[config.mk]
export PLATFORM = sky130hd
export DESIGN_NAME = hazard_controller
export DESIGN_NICKNAME = d
export VERILOG_FILES = /design/src/rtl/hazard_controller.sv
export SDC_FILE = /design/constraint.sdc
export NUM_CORES = 1
export LEC_CHECK = 0
export CAP_MARGIN = 20
export CORE_UTILIZATION = 46
export DETAILED_ROUTE_END_ITERATION = 8
export HOLD_SLACK_MARGIN = 0.05
export PLACE_DENSITY = 0.85
export SLEW_MARGIN = 40
export SYNTH_ARGS = -nofsm -noshare
export SYNTH_HDL_FRONTEND = slang
export SYNTH_SLANG_ARGS = --single-unit
[constraint.sdc]
create_clock -name clk -period 4 [get_ports clk]
set_input_delay 0.8 -clock clk [delete_from_list [all_inputs] [get_ports clk]]
set_output_delay 0.8 -clock clk [all_outputs]
set_load 0.01 [all_outputs]
[src/rtl/hazard_controller.sv]
// hazard_controller: forwarding select, stall/flush control and memory-wait FSM.
// Optional feature macro: HAZARD_FORWARDING_EN (undefined = interlock-only build).
module hazard_controller (
    input  logic        clk,
    input  logic        reset,
    input  logic [4:0]  Rs1D,
    input  logic [4:0]  Rs2D,
    input  logic [4:0]  Rs1E,
    input  logic [4:0]  Rs2E,
    input  logic [4:0]  RdE,
    input  logic [4:0]  RdM,
    input  logic [4:0]  RdW,
    input  logic        RegWriteE,
    input  logic        RegWriteM,
    input  logic        RegWriteW,
    input  logic [1:0]  ResultSrcE,
    input  logic        PCSrcE,
    input  logic        MemAccessM,
    input  logic        mem_ready,
    output logic        StallF,
    output logic        StallD,
    output logic        StallE,
    output logic        StallM,
    output logic        FlushD,
    output logic        FlushE,
    output logic [1:0]  ForwardA_E,
    output logic [1:0]  ForwardB_E,
    output logic [15:0] stall_count,
    output logic [15:0] flush_count,
    output logic        mem_timeout
);

    typedef enum logic {
        RUN      = 1'b0,
        MEM_WAIT = 1'b1
    } state_t;

    state_t      r_state;
    state_t      w_state_next;
    logic [3:0]  r_wait_cnt;
    logic [3:0]  w_wait_cnt_next;
    logic        r_timeout;
    logic        r_lu_hold;
    logic [15:0] r_stall_cnt;
    logic [15:0] r_flush_cnt;

    logic        w_lu_match;
    logic        w_load_use;
    logic        w_data_haz;
    logic        w_dec_stall;
    logic        w_mem_stall;
    logic        w_lu_applied;
    logic [1:0]  w_fwd_a;
    logic [1:0]  w_fwd_b;

    // Load in Execute feeding a Decode source; x0 never matches since RdE != 0.
    // r_lu_hold suppresses a second stall cycle for the same load.
    always_comb begin
        w_lu_match = (ResultSrcE == 2'b01) && (RdE != 5'd0)
                     && ((RdE == Rs1D) || (RdE == Rs2D));
        w_load_use = w_lu_match && !r_lu_hold;
    end

`ifdef HAZARD_FORWARDING_EN
    // Per-operand bypass select, Memory stage wins over Writeback.
    always_comb begin
        w_fwd_a = 2'b00;
        w_fwd_b = 2'b00;
        w_data_haz = 1'b0;
        if (RegWriteM && (RdM != 5'd0) && (RdM == Rs1E))
            w_fwd_a = 2'b10;
        else if (RegWriteW && (RdW != 5'd0) && (RdW == Rs1E))
            w_fwd_a = 2'b01;
        if (RegWriteM && (RdM != 5'd0) && (RdM == Rs2E))
            w_fwd_b = 2'b10;
        else if (RegWriteW && (RdW != 5'd0) && (RdW == Rs2E))
            w_fwd_b = 2'b01;
    end
`else
    logic w_unused;
    assign w_unused = ^{Rs1E, Rs2E, RdW, RegWriteW};

    // No bypass: interlock Decode until producers in E and M have drained;
    // Writeback is covered by register-file write-through.
    always_comb begin
        w_fwd_a = 2'b00;
        w_fwd_b = 2'b00;
        w_data_haz = 1'b0;
        if (RegWriteE && (RdE != 5'd0) && ((RdE == Rs1D) || (RdE == Rs2D)))
            w_data_haz = 1'b1;
        if (RegWriteM && (RdM != 5'd0) && ((RdM == Rs1D) || (RdM == Rs2D)))
            w_data_haz = 1'b1;
    end
`endif

    // Memory stall covers the entry cycle and every waiting cycle; the cycle
    // in which mem_ready arrives releases the pipeline and lets deferred
    // branch/load-use actions through.
    always_comb begin
        w_dec_stall  = w_load_use || w_data_haz;
        w_mem_stall  = !mem_ready && ((r_state == MEM_WAIT) || MemAccessM);
        w_lu_applied = reset && !w_mem_stall && !PCSrcE && w_load_use;
    end

    // Prioritised stall/flush/forward outputs, all forced low during reset.
    always_comb begin
        StallF     = 1'b0;
        StallD     = 1'b0;
        StallE     = 1'b0;
        StallM     = 1'b0;
        FlushD     = 1'b0;
        FlushE     = 1'b0;
        ForwardA_E = 2'b00;
        ForwardB_E = 2'b00;
        if (reset) begin
            ForwardA_E = w_fwd_a;
            ForwardB_E = w_fwd_b;
            if (w_mem_stall) begin
                StallF = 1'b1;
                StallD = 1'b1;
                StallE = 1'b1;
                StallM = 1'b1;
            end else if (PCSrcE) begin
                FlushD = 1'b1;
                FlushE = 1'b1;
            end else if (w_dec_stall) begin
                StallF = 1'b1;
                StallD = 1'b1;
                FlushE = 1'b1;
            end
        end
    end

    // FSM next state and saturating wait counter.
    always_comb begin
        w_state_next    = r_state;
        w_wait_cnt_next = 4'd0;
        unique case (r_state)
            RUN: begin
                if (MemAccessM && !mem_ready)
                    w_state_next = MEM_WAIT;
            end
            MEM_WAIT: begin
                if (r_wait_cnt != 4'd15)
                    w_wait_cnt_next = r_wait_cnt + 4'd1;
                else
                    w_wait_cnt_next = r_wait_cnt;
                if (mem_ready)
                    w_state_next = RUN;
            end
            default: w_state_next = RUN;
        endcase
    end

    // State, wait counter, sticky timeout, load-use hold and event counters.
    always_ff @(posedge clk or negedge reset) begin
        if (!reset) begin
            r_state     <= RUN;
            r_wait_cnt  <= 4'd0;
            r_timeout   <= 1'b0;
            r_lu_hold   <= 1'b0;
            r_stall_cnt <= 16'd0;
            r_flush_cnt <= 16'd0;
        end else begin
            r_state    <= w_state_next;
            r_wait_cnt <= w_wait_cnt_next;
            if ((r_state == MEM_WAIT) && (w_wait_cnt_next == 4'd15))
                r_timeout <= 1'b1;
            r_lu_hold <= w_lu_applied;
            if (StallF && (r_stall_cnt != 16'hFFFF))
                r_stall_cnt <= r_stall_cnt + 16'd1;
            if (FlushD && (r_flush_cnt != 16'hFFFF))
                r_flush_cnt <= r_flush_cnt + 16'd1;
        end
    end

    assign stall_count = r_stall_cnt;
    assign flush_count = r_flush_cnt;
    assign mem_timeout = r_timeout;

endmodule
==> summary.md, run 1 <==
| Metric | Value |
|---|---|
| Status | `finished, final reports clean` |
| Crit Path Class | `in -> out` |
| Fillers | `~340` |
| Arr. time, crit path | `2.99 ns` |
| Die Ht | `70.3 µm` |
| Finished Layout Cells | `340` |
| HP Class | `in -> async` |
| Postcts setup bufs | `0` |
| Leading area contributor after synthesis | `dfrtp_1` |
| RSZ-0062 raised after global routing | `false` |
| GRT Overall Usage | `20.1%` |
| Most common cell after layout, fill and taps aside | `clkdlybuf4s50_1` |
| CTS tree | `done` |
| Period utilisation layout | `roughly 95%` |
| Layout cells sized above 1 | `5.56%` |
| Yosys cell types | `38` |
| Synth Register Bits | `39` |
| I/O pins | `between 80 and 90` |
| Drt drc | `0` |
| DR pass1 iterations | `4` |
| Via count | `approximately 1.8k` |
| DRC violation total after the first TritonRoute iteration | `63` |
| Final hold violation count | `0` |
| Layout Skew | `roughly 0.006 ns` |
| Die area | `4940 µm²` |
| Synth area leaders | `dfrtp_1, xnor2_1, nand3_1` |
| Ys async rst share | `100%` |
| DR WL/cell | `13.6 µm` |
| Crit-path max FO | `3` |
| Syn Std Cell Area | `2140 µm²` |
| Total Wirelength | `4.63 mm` |
| PD cells | `~400 nW/µm²` |
| Global placer's final weighted congestion | `~0.89` |
| # H-tree levels | `2` |
| Final Max Slew Viols | `0` |
| Number of synthesis warnings | `0` |
| Largest family of logic cells by synthesized area | `simple AND/OR/NAND/NOR gates` |
| Port Buffers | `67` |
| Clk_lat worst skew | `~0.28 ns` |
| PostCTS Resize Cnt | `0` |
| Inst Count DP | `332` |
| Hpwl dp | `approximately 3.5 mm` |
| Clock transition at path regs | `0.07 ns` |
| Area growth from synthesis to layout | `38.5%` |
| Most frequent cells in the layout | `clkdlybuf4s50_1, xnor2_1, dfrtp_1` |
| Rel. slew slack | `between 40% and 50%` |
| Clk buf depth | `2` |
| Multiplexer area fraction after synthesis | `under 10%` |
| Hold_buf cts | `0` |
| Seq/Total Area, Yosys | `between 40% and 50%` |
| Post-layout nets | `about 340` |
| First-pass GRT wire length | `7.89 mm` |
| Worst EP required | `between 3 and 4 ns` |
| Rows | `24` |
| Post-Syn Instances | `216` |
| Peak supply drop | `around 0.00038 V` |
| Clk sinks | `39` |
| Max cap viols | `0` |
| Critical path startpoint category | `input port` |
| Yosys top cell area share | `45.5%` |
| Number of antenna diodes | `0` |
| Most used DFF post-synth | `dfrtp_1` |
| Root buf cell | `clkbuf_8` |
| Path depth of the worst reg2reg path | `5` |
| Xor/xnor cell area share of the yosys netlist | `just over 20%` |
| Synthesized area per cell | `9.93 µm²` |
| Max Fclk | `approximately 260 MHz` |
| Tmin final | `around 3.8 ns` |
| Via/cell ratio | `approximately 5.3` |
| Setup_tns | `0 ns` |
| Total power | `~1.2 mW` |
| Synth Area in Adders | `1.75%` |
| Simple-gate share of the synthesized area | `~21%` |
| Routed Antenna Nets | `0` |
| Die width | `~70 µm` |
| Cts bufs inserted | `5` |
| Compound-Gate Fraction of Synth Area | `5.02%` |
| Final global-route overflow total | `0` |
| Crit path capture type | `output port` |
| Finish-stage setup viols | `0` |
| Pleak | `between 1 and 1.5 nW` |
| Number of synthesized flops with an enable pin | `0` |
| Starting density of the core | `about half` |
| Core ar. | `between 4000 and 5000 µm²` |
| Initial antenna violation count | `0` |
| Largest net degree at the start of global routing | `28` |
| Worst-margin pin slew | `0.808 ns` |
| Vias in the first global route | `roughly 1.7k` |
-- state kept, by name, indices dropped and copies added (netlist names) --
| name | cells |
|---|---|
| flush_count | 16 |
| r_state | 1 |
| r_lu_hold | 1 |
| stall_count | 16 |
| r_wait_cnt | 4 |
| mem_timeout | 1 |
-- cell families (layout without fill, tap and decap cells) --
group                      after synthesis  in the layout
buffers and inverters                   16             85
muxes                                    3              3
other                                    1              4
and+or+nand+nor                         89             89
DFF                                     39             39
adders and majority gates                3              3
xor gates and xnor gates                50             50
AOI/OAI and AO/OA                       15             15
-- through the flow --
step,util [%],worst slack [ns],hold slack (ns),instance area (µm²)
after floorplan,-,1.28,0.500,2160
after global placement,64.3,0.250,0.461,2840
after detailed placement,64.3,0.257,0.461,2840
after CTS,67.3,0.237,0.416,2970
after global routing,67.3,0.0573,0.428,2970
final,67.3,0.206,0.414,2970
-- worst max-delay path, cell delays in order --
cell	delay [ns]
clkdlybuf4s50_1	0.49
xor2_1	0.19
nor3_1	0.26
a32oi_1	0.15
o32ai_1	0.37
a21o_1	0.20
clkdlybuf4s50_1	0.54
-- Yosys cell counts, types with 2 or more instances --
master / number
a31oi_1: 2
a32oi_1: 2
and3_1: 3
and4_1: 3
buf_4: 6
dfrtp_1: 39
ha_1: 3
inv_1: 9
mux2_2: 2
nand2_1: 19
nand3_1: 20
nand4_1: 8
nor2_1: 18
nor3_1: 6
nor4_1: 2
o21ai_0: 3
or4_1: 2
xnor2_1: 39
xor2_1: 11
-- worst paths after layout --
path                                   from              end  slack [ns]
worst min register to register  mem_timeout      mem_timeout        0.48
worst max register to register      r_state  flush_count[10]        1.81
min in group clk                mem_timeout      mem_timeout        0.48
max in group asynchronous             reset  stall_count[10]        2.92
worst min-delay path                  reset  flush_count[13]        0.41
worst max-delay path                 RdE[0]           StallF        0.21
-- per-layer routing --
metal	GRT usage, %	wire [µm]	vias up
met3	5.34	349	5
met5	0	0	-
met2	33.1	2160	69
met1	26.1	2080	858
met4	5.33	36	0
li1	-	-	875
-- where the power goes --
group	internal, mW	switching [mW]	total, mW
registers	0.447	0.0719	0.519
clock network	0.249	0.130	0.379
logic	0.181	0.129	0.311
total	0.877	0.331	1.21
-- cell type report --
type / instances / area, µm² / area share [%]
Inverter: 9 / 33.8 / 1.14
Sequential cell: 39 / 976 / 32.9
Tap cell: 52 / 65.1 / 2.19
Clock inverter: 2 / 60.1 / 2.02
Timing Repair Buffer: 68 / 673 / 22.7
Multi-Input combinational cell: 164 / 1090 / 36.7
Clock buffer: 6 / 72.6 / 2.44
No activity file was read; power rests on OpenSTA's default activity.
==> inputs of run 2 (changes only) <==
--- a/config.mk
+++ b/config.mk
@@ -6,10 +6,12 @@
 export NUM_CORES = 1
 export LEC_CHECK = 0
 export CAP_MARGIN = 20
-export CORE_UTILIZATION = 46
+export CORE_ASPECT_RATIO = 0.9
+export CORE_UTILIZATION = 53
 export DETAILED_ROUTE_END_ITERATION = 8
+export DONT_BUFFER_PORTS = 1
 export HOLD_SLACK_MARGIN = 0.05
-export PLACE_DENSITY = 0.85
+export PLACE_DENSITY = 0.68
 export SLEW_MARGIN = 40
 export SYNTH_ARGS = -nofsm -noshare
 export SYNTH_HDL_FRONTEND = slang
==> constraint.sdc (replaced) <==
create_clock -name clk -period 3.5 [get_ports clk]
set_input_delay 0.7 -clock clk [delete_from_list [all_inputs] [get_ports clk]]
set_output_delay 0.7 -clock clk [all_outputs]
set_load 0.01 [all_outputs]
==> summary.md, run 2 (synthesis gave the netlist of run 1 again) <==
| Metric | Value |
|---|---|
| Root buf cell | `clkbuf_8 (unchanged)` |
| Max Fclk | `a little under 400 MHz` |
| Area growth from synthesis to layout | `4.96% (was 38.5%)` |
| Initial antenna violation count | `0 (unchanged)` |
| Met1 GRT Util | `24.7% (was 26.1%)` |
| Rel. slew slack | `60.4% (was 45.6%)` |
| Final instance area | `2250 µm² (was 2970 µm²)` |
| DR pass1 iterations | `4 (unchanged)` |
| Finish-stage setup viols | `0 (unchanged)` |
| Final hold violation count | `0 (unchanged)` |
| Final global-route overflow total | `0 (unchanged)` |
| Number of antenna diodes | `0 (unchanged)` |
| Clk sinks | `39 (unchanged)` |
| I/O pins | `88 (unchanged)` |
| Finished Layout Cells | `265 (was 340)` |
| HP Class | `in -> async (unchanged)` |
| Slowest stage cell, crit path | `o32ai_1 (was clkdlybuf4s50_1)` |
| Pleak | `0.958 nW (was 1.23 nW)` |
| Comb power frac | `14.9% (was 25.7%)` |
| Rows | `21 (was 24)` |
| Hold_buf cts | `0 (unchanged)` |
| Max cap viols | `0 (unchanged)` |
| Max stage delay on crit path | `0.38 ns (was 0.54 ns)` |
| Via count | `1551 (was 1807)` |
| First-pass GRT wire length | `7.11 mm (was 7.89 mm)` |
| CTS tree | `done (unchanged)` |
| Inst Count DP | `258 (was 332)` |
| Clock transition at path regs | `0.07 ns (about the same)` |
| Crit path capture type | `output port (unchanged)` |
| Die Ht | `62.3 µm (was 70.3 µm)` |
| Arr. time, crit path | `1.89 ns (was 2.99 ns)` |
| DR WL/cell | `16.3 µm (was 13.6 µm)` |
| Drt drc | `0 (unchanged)` |
| Final setup margin | `0.914 ns (was 0.206 ns)` |
| Crit-path leading delay family | `compound AO/OA/AOI/OAI gates (was buffers and inverters)` |
| Clk buf depth | `2 (unchanged)` |
| Starting density of the core | `56.7% (was 48.6%)` |
| Total power | `1.09 mW (was 1.21 mW)` |
| Grt met3 use | `7.79% (was 5.34%)` |
| Vias in the first global route | `1517 (was 1712)` |
| Peak supply drop | `0.000403 V (was 0.000382 V)` |
| Tmin final | `about 2.6 ns` |
| GRT Overall Usage | `20.6% (was 20.1%)` |
| Critical path startpoint category | `input port (unchanged)` |
| Setup_tns | `0 ns (unchanged)` |
| WHS | `0.111 ns (was 0.414 ns)` |
| Crit path cell chain | `xor2_1 -> nor3_1 -> a32oi_1 -> o32ai_1 -> a21o_1 (was clkdlybuf4s50_1 -> xor2_1 -> nor3_1 -> a32oi_1 -> o32ai_1 -> a21o_1 -> clkdlybuf4s50_1)` |
| RSZ-0062 raised after global routing | `false (unchanged)` |
| # H-tree levels | `2 (unchanged)` |
| Crit Path Class | `in -> out (unchanged)` |
| Post-layout nets | `267 (was 335)` |
| Core ar. | `3780 µm² (was 4410 µm²)` |
| Final Util | `59.5% (was 67.3%)` |
| Gr busiest metal | `met2 (unchanged)` |
| GR Util met2 | `34.8% (was 33.1%)` |
| Cell Area, Placed | `2160 µm² (was 2840 µm²)` |
| Worst-margin pin slew | `0.589 ns (was 0.808 ns)` |
| Postcts setup bufs | `0 (unchanged)` |
| Dpl ws | `0.907 ns (was 0.257 ns)` |
| DRC violation total after the first TritonRoute iteration | `76 (was 63)` |
| Seq pwr share | `58.2% (was 42.9%)` |
| Die width | `69.1 µm (was 70.3 µm)` |
| Layout cells sized above 1 | `6.85% (was 5.56%)` |
| Global placer's final weighted congestion | `0.874 (was 0.887)` |
| Port Buffers | `0 (was 67)` |
| Cts bufs inserted | `5 (unchanged)` |
| Largest net degree at the start of global routing | `43 (was 28)` |
| Routed Antenna Nets | `0 (unchanged)` |
| Die area | `4300 µm² (was 4940 µm²)` |
| Total Wirelength | `4.33 mm (was 4.63 mm)` |
| Most frequent cells in the layout | `xnor2_1, dfrtp_1, nand3_1 (was clkdlybuf4s50_1, xnor2_1, dfrtp_1)` |
| Net Sw Frac | `31.3% (was 27.4%)` |
| Via/cell ratio | `5.85 (was 5.31)` |
| Hpwl dp | `3.26 mm (was 3.48 mm)` |
| Worst EP required | `2.80 ns (was 3.20 ns)` |
| Int Pwr | `0.748 mW (was 0.877 mW)` |
| Layout Skew | `0.00184 ns (was 0.00583 ns)` |
| PD cells | `484 nW/µm² (was 407 nW/µm²)` |
| WP buf/inv | `0 (was 2)` |
| Period utilisation layout | `73.9%` |
| Clk network pwr share | `26.9% (was 31.4%)` |
| Crit-path max FO | `3 (unchanged)` |
| PostCTS Resize Cnt | `0 (unchanged)` |
| Clk_lat worst skew | `0.27 ns (was 0.28 ns)` |
| Final Max Slew Viols | `0 (unchanged)` |
| P_sw | `0.341 mW (was 0.331 mW)` |
| Status | `finished, final reports clean (unchanged)` |
[run 2: changes by cell type in the layout (fill, tap and decap cells not counted)]
cell and delta:
bufinv_16 -2, clkdlybuf4s50_1 -66, clkbuf_8 +1, clkinv_2 +1
nor4_2 +1, buf_4 -1, buf_2 -1, nor4_1 -1
clkbuf_1 -1
[run 2: power groups by stage]
stage	registers [mW]	logic (mW)	clock network, mW
after floorplan	0.615	0.143	0
after global placement	0.636	0.150	0
after detailed placement	0.640	0.161	0
after CTS	0.633	0.162	0.306
after global routing	0.643	0.186	0.325
final	0.634	0.162	0.294
[run 2: path summary, 6_finish.rpt]
| check | to | slack [ns] | startpoint | cells after the start |
|---|---|---|---|---|
| min | stall_count[5] | 0.11 | reset | 0 |
| max | StallD | 0.91 | RdE[3] | 5 |
| min in group clk | r_lu_hold | 0.49 | PCSrcE | 1 |
| min reg2reg | r_lu_hold | 0.54 | r_lu_hold | 2 |
| max in group asynchronous | stall_count[2] | 3.30 | reset | 0 |
| max reg2reg | stall_count[1] | 1.27 | stall_count[0] | 7 |
[run 2: worst register-to-register path, cell delays in order, from the launching register on]
cell and delay, ns:
dfrtp_1 0.48, ha_1 0.25, nand2_1 0.12, nor3_4 0.27, a31oi_1 0.15, a32oi_1 0.26
nand2_2 0.24, mux2_2 0.34
[run 2: final cells by class]
class	instances	area (µm²)
clock buffers	6	82.6
well taps	46	57.6
multi-input cells	164	1100
clock inverters	1	5.00
fillers	325	1530
inverters	9	33.8
flip-flops and latches	39	976
[run 2: metal layers]
| metal | part of all wire (%) | up-vias | wire length [µm] |
|---|---|---|---|
| met2 | 50 | 62 | 2150 |
| met4 | 0.44 | 0 | 19 |
| met5 | 0 | - | 0 |
| li1 | - | 742 | - |
| met1 | 43 | 745 | 1860 |
| met3 | 7.0 | 2 | 303 |
==> inputs of run 3 (changes only) <==
--- a/config.mk
+++ b/config.mk
@@ -11,7 +11,7 @@
 export DETAILED_ROUTE_END_ITERATION = 8
 export DONT_BUFFER_PORTS = 1
 export HOLD_SLACK_MARGIN = 0.05
-export PLACE_DENSITY = 0.68
+export PLACE_DENSITY = 0.71
 export SLEW_MARGIN = 40
 export SYNTH_ARGS = -nofsm -noshare
 export SYNTH_HDL_FRONTEND = slang
==> constraint.sdc (replaced) <==
create_clock -name clk -period 2.16 [get_ports clk]
set_input_delay 0.432 -clock clk [delete_from_list [all_inputs] [get_ports clk]]
set_output_delay 0.432 -clock clk [all_outputs]
set_load 0.01 [all_outputs]
==> summary.md, run 3 (synthesis gave the netlist of run 1 again) <==
| Metric | Value |
|---|---|
| Status | `finished, final reports clean (unchanged)` |
| Port Buffers | `0 (unchanged)` |
| P_sw | `0.593 mW (was 0.341 mW)` |
| Max cap viols | `0 (unchanged)` |
| Max Fclk | `roughly 500 MHz` |
| Seq pwr share | `50.4% (was 58.2%)` |
| Layout Skew | `0.00779 ns (was 0.00184 ns)` |
| CTS tree | `done (unchanged)` |
| RSZ-0062 raised after global routing | `false (unchanged)` |
| Crit Path Class | `in -> out (unchanged)` |
| Initial antenna violation count | `0 (unchanged)` |
| Setup_tns | `0 ns (unchanged)` |
| Comb power frac | `21.5% (was 14.9%)` |
| Clk sinks | `39 (unchanged)` |
| Final Max Slew Viols | `0 (unchanged)` |
| Drt drc | `0 (unchanged)` |
| Pleak | `1.06 nW (was 0.958 nW)` |
| Final hold violation count | `0 (unchanged)` |
| Final setup margin | `0.154 ns (was 0.914 ns)` |
| Tmin final | `2.01 ns` |
| Starting density of the core | `56.7% (unchanged)` |
| First-pass GRT wire length | `7.40 mm (was 7.11 mm)` |
| Net Sw Frac | `31.1% (was 31.3%)` |
| Finished Layout Cells | `284 (was 265)` |
| DR pass1 iterations | `4 (unchanged)` |
| HP Class | `in -> reg (was in -> async)` |
| I/O pins | `88 (unchanged)` |
| Die Ht | `62.3 µm (unchanged)` |
| Clk buf depth | `2 (unchanged)` |
| Crit-path max FO | `3 (unchanged)` |
| WHS | `0.213 ns (was 0.111 ns)` |
| Total Wirelength | `4.31 mm (was 4.33 mm)` |
| Rows | `21 (unchanged)` |
| Hpwl dp | `3.21 mm (was 3.26 mm)` |
| Routed Antenna Nets | `0 (unchanged)` |
| Arr. time, crit path | `1.57 ns (was 1.89 ns)` |
| Global placer's final weighted congestion | `0.798 (was 0.874)` |
| Worst-margin pin slew | `0.592 ns (was 0.589 ns)` |
| Dpl ws | `0.0258 ns (was 0.907 ns)` |
| Vias in the first global route | `1648 (was 1517)` |
| Clock transition at path regs | `0.07 ns (about the same)` |
| Final global-route overflow total | `0 (unchanged)` |
| Die area | `4300 µm² (unchanged)` |
| Layout cells sized above 1 | `14.3% (was 6.85%)` |
| Int Pwr | `1.31 mW (was 0.748 mW)` |
| Total power | `1.91 mW (was 1.09 mW)` |
| Largest net degree at the start of global routing | `40 (was 43)` |
| Crit path capture type | `output port (unchanged)` |
| Root buf cell | `clkbuf_8 (unchanged)` |
| Via count | `1605 (was 1551)` |
| Most frequent cells in the layout | `xnor2_1, dfrtp_1, nand3_1 (unchanged)` |
| Clk_lat worst skew | `0.29 ns (was 0.27 ns)` |
| Rel. slew slack | `60.2% (was 60.4%)` |
| Via/cell ratio | `5.65 (was 5.85)` |
| Fillers | `345 (was 325)` |
| Die width | `69.1 µm (unchanged)` |
| GRT Overall Usage | `21.7% (was 20.6%)` |
| Clk network pwr share | `28.0% (was 26.9%)` |
| Area growth from synthesis to layout | `13.0% (was 4.96%)` |
| DRC violation total after the first TritonRoute iteration | `56 (was 76)` |
| Period utilisation layout | `between 90 and 100%` |
| PD cells | `787 nW/µm² (was 484 nW/µm²)` |
| Post-layout nets | `285 (was 267)` |
| Finish-stage setup viols | `0 (unchanged)` |
| Inst Count DP | `274 (was 258)` |
| Critical path startpoint category | `input port (unchanged)` |
| DR WL/cell | `15.2 µm (was 16.3 µm)` |
| Worst EP required | `1.73 ns (was 2.80 ns)` |
| Cts bufs inserted | `5 (unchanged)` |
| Peak supply drop | `0.000565 V (was 0.000403 V)` |
| Core ar. | `3780 µm² (unchanged)` |
| # H-tree levels | `2 (unchanged)` |
| Number of antenna diodes | `0 (unchanged)` |
-- run 3: cell count changes in the layout (fill, tap and decap cells not counted) --
cell / previous run / this run
o31ai_2: 0 / 1
nor4_1: 1 / 2
o32ai_1: 1 / 0
o31ai_1: 1 / 0
clkinv_2: 1 / 0
clkbuf_8: 6 / 7
o32ai_2: 0 / 1
buf_12: 0 / 1
dlygate4sd3_1: 0 / 1
clkinvlp_4: 0 / 1
buf_4: 0 / 16
nor4_2: 1 / 0
-- run 3: final cells by class --
| class | instances | area (µm²) | area share (%) |
|---|---|---|---|
| Inverter | 9 | 33.8 | 1.39 |
| Multi-Input combinational cell | 164 | 1100 | 45.5 |
| Timing Repair Buffer | 18 | 150 | 6.20 |
| Sequential cell | 39 | 976 | 40.3 |
| Clock inverter | 1 | 7.51 | 0.310 |
| Tap cell | 46 | 57.6 | 2.37 |
| Clock buffer | 7 | 96.3 | 3.98 |
-- run 3: worst paths after layout --
path | startpoint | to | slack, ns | cells after the start
worst min-delay path | PCSrcE | r_lu_hold | 0.21 | 1
max in group asynchronous | reset | r_state | 1.37 | 2
worst max-delay path | RdE[3] | StallF | 0.15 | 5
min in group asynchronous | reset | stall_count[10] | 0.58 | 2
worst max register to register | flush_count[10] | flush_count[5] | 0.17 | 7
worst min register to register | r_lu_hold | r_lu_hold | 0.55 | 2
-- run 3: critical path, cell delays in order --
cell and delay (ns):
xor2_1 0.14, nor3_1 0.22, a32oi_1 0.18, o32ai_2 0.33
a21o_1 0.28
-- run 3: through the flow --
stage                     area [µm²]  utilization (%)
after floorplan                 2160                -
after global placement          2280             60.2
after detailed placement        2280             60.2
after CTS                       2410             63.7
after global routing            2420             64.1
final                           2420             64.1
-- run 3: metal layers --
layer / routed length (µm) / track usage (%)
met3: 288 / 7.47
met1: 1920 / 28.7
met2: 2050 / 33.4
met5: 0 / 0
met4: 40 / 7.14
-- run 3: repair_timing --
item,in CTS,in global routing
hold buffers,2,0
setup buffers,0,0
endpoints found under the setup margin,0,5
gates resized for setup,0,2
hold endpoints to repair,39,0
-- run 3: power groups by stage --
stage	combinational, mW	clock (mW)	sequential [mW]
final	0.411	0.535	0.961
after global routing	0.471	0.579	0.980
after CTS	0.412	0.557	0.962
after detailed placement	0.392	0	0.975
after global placement	0.382	0	0.969
after floorplan	0.231	0	0.996
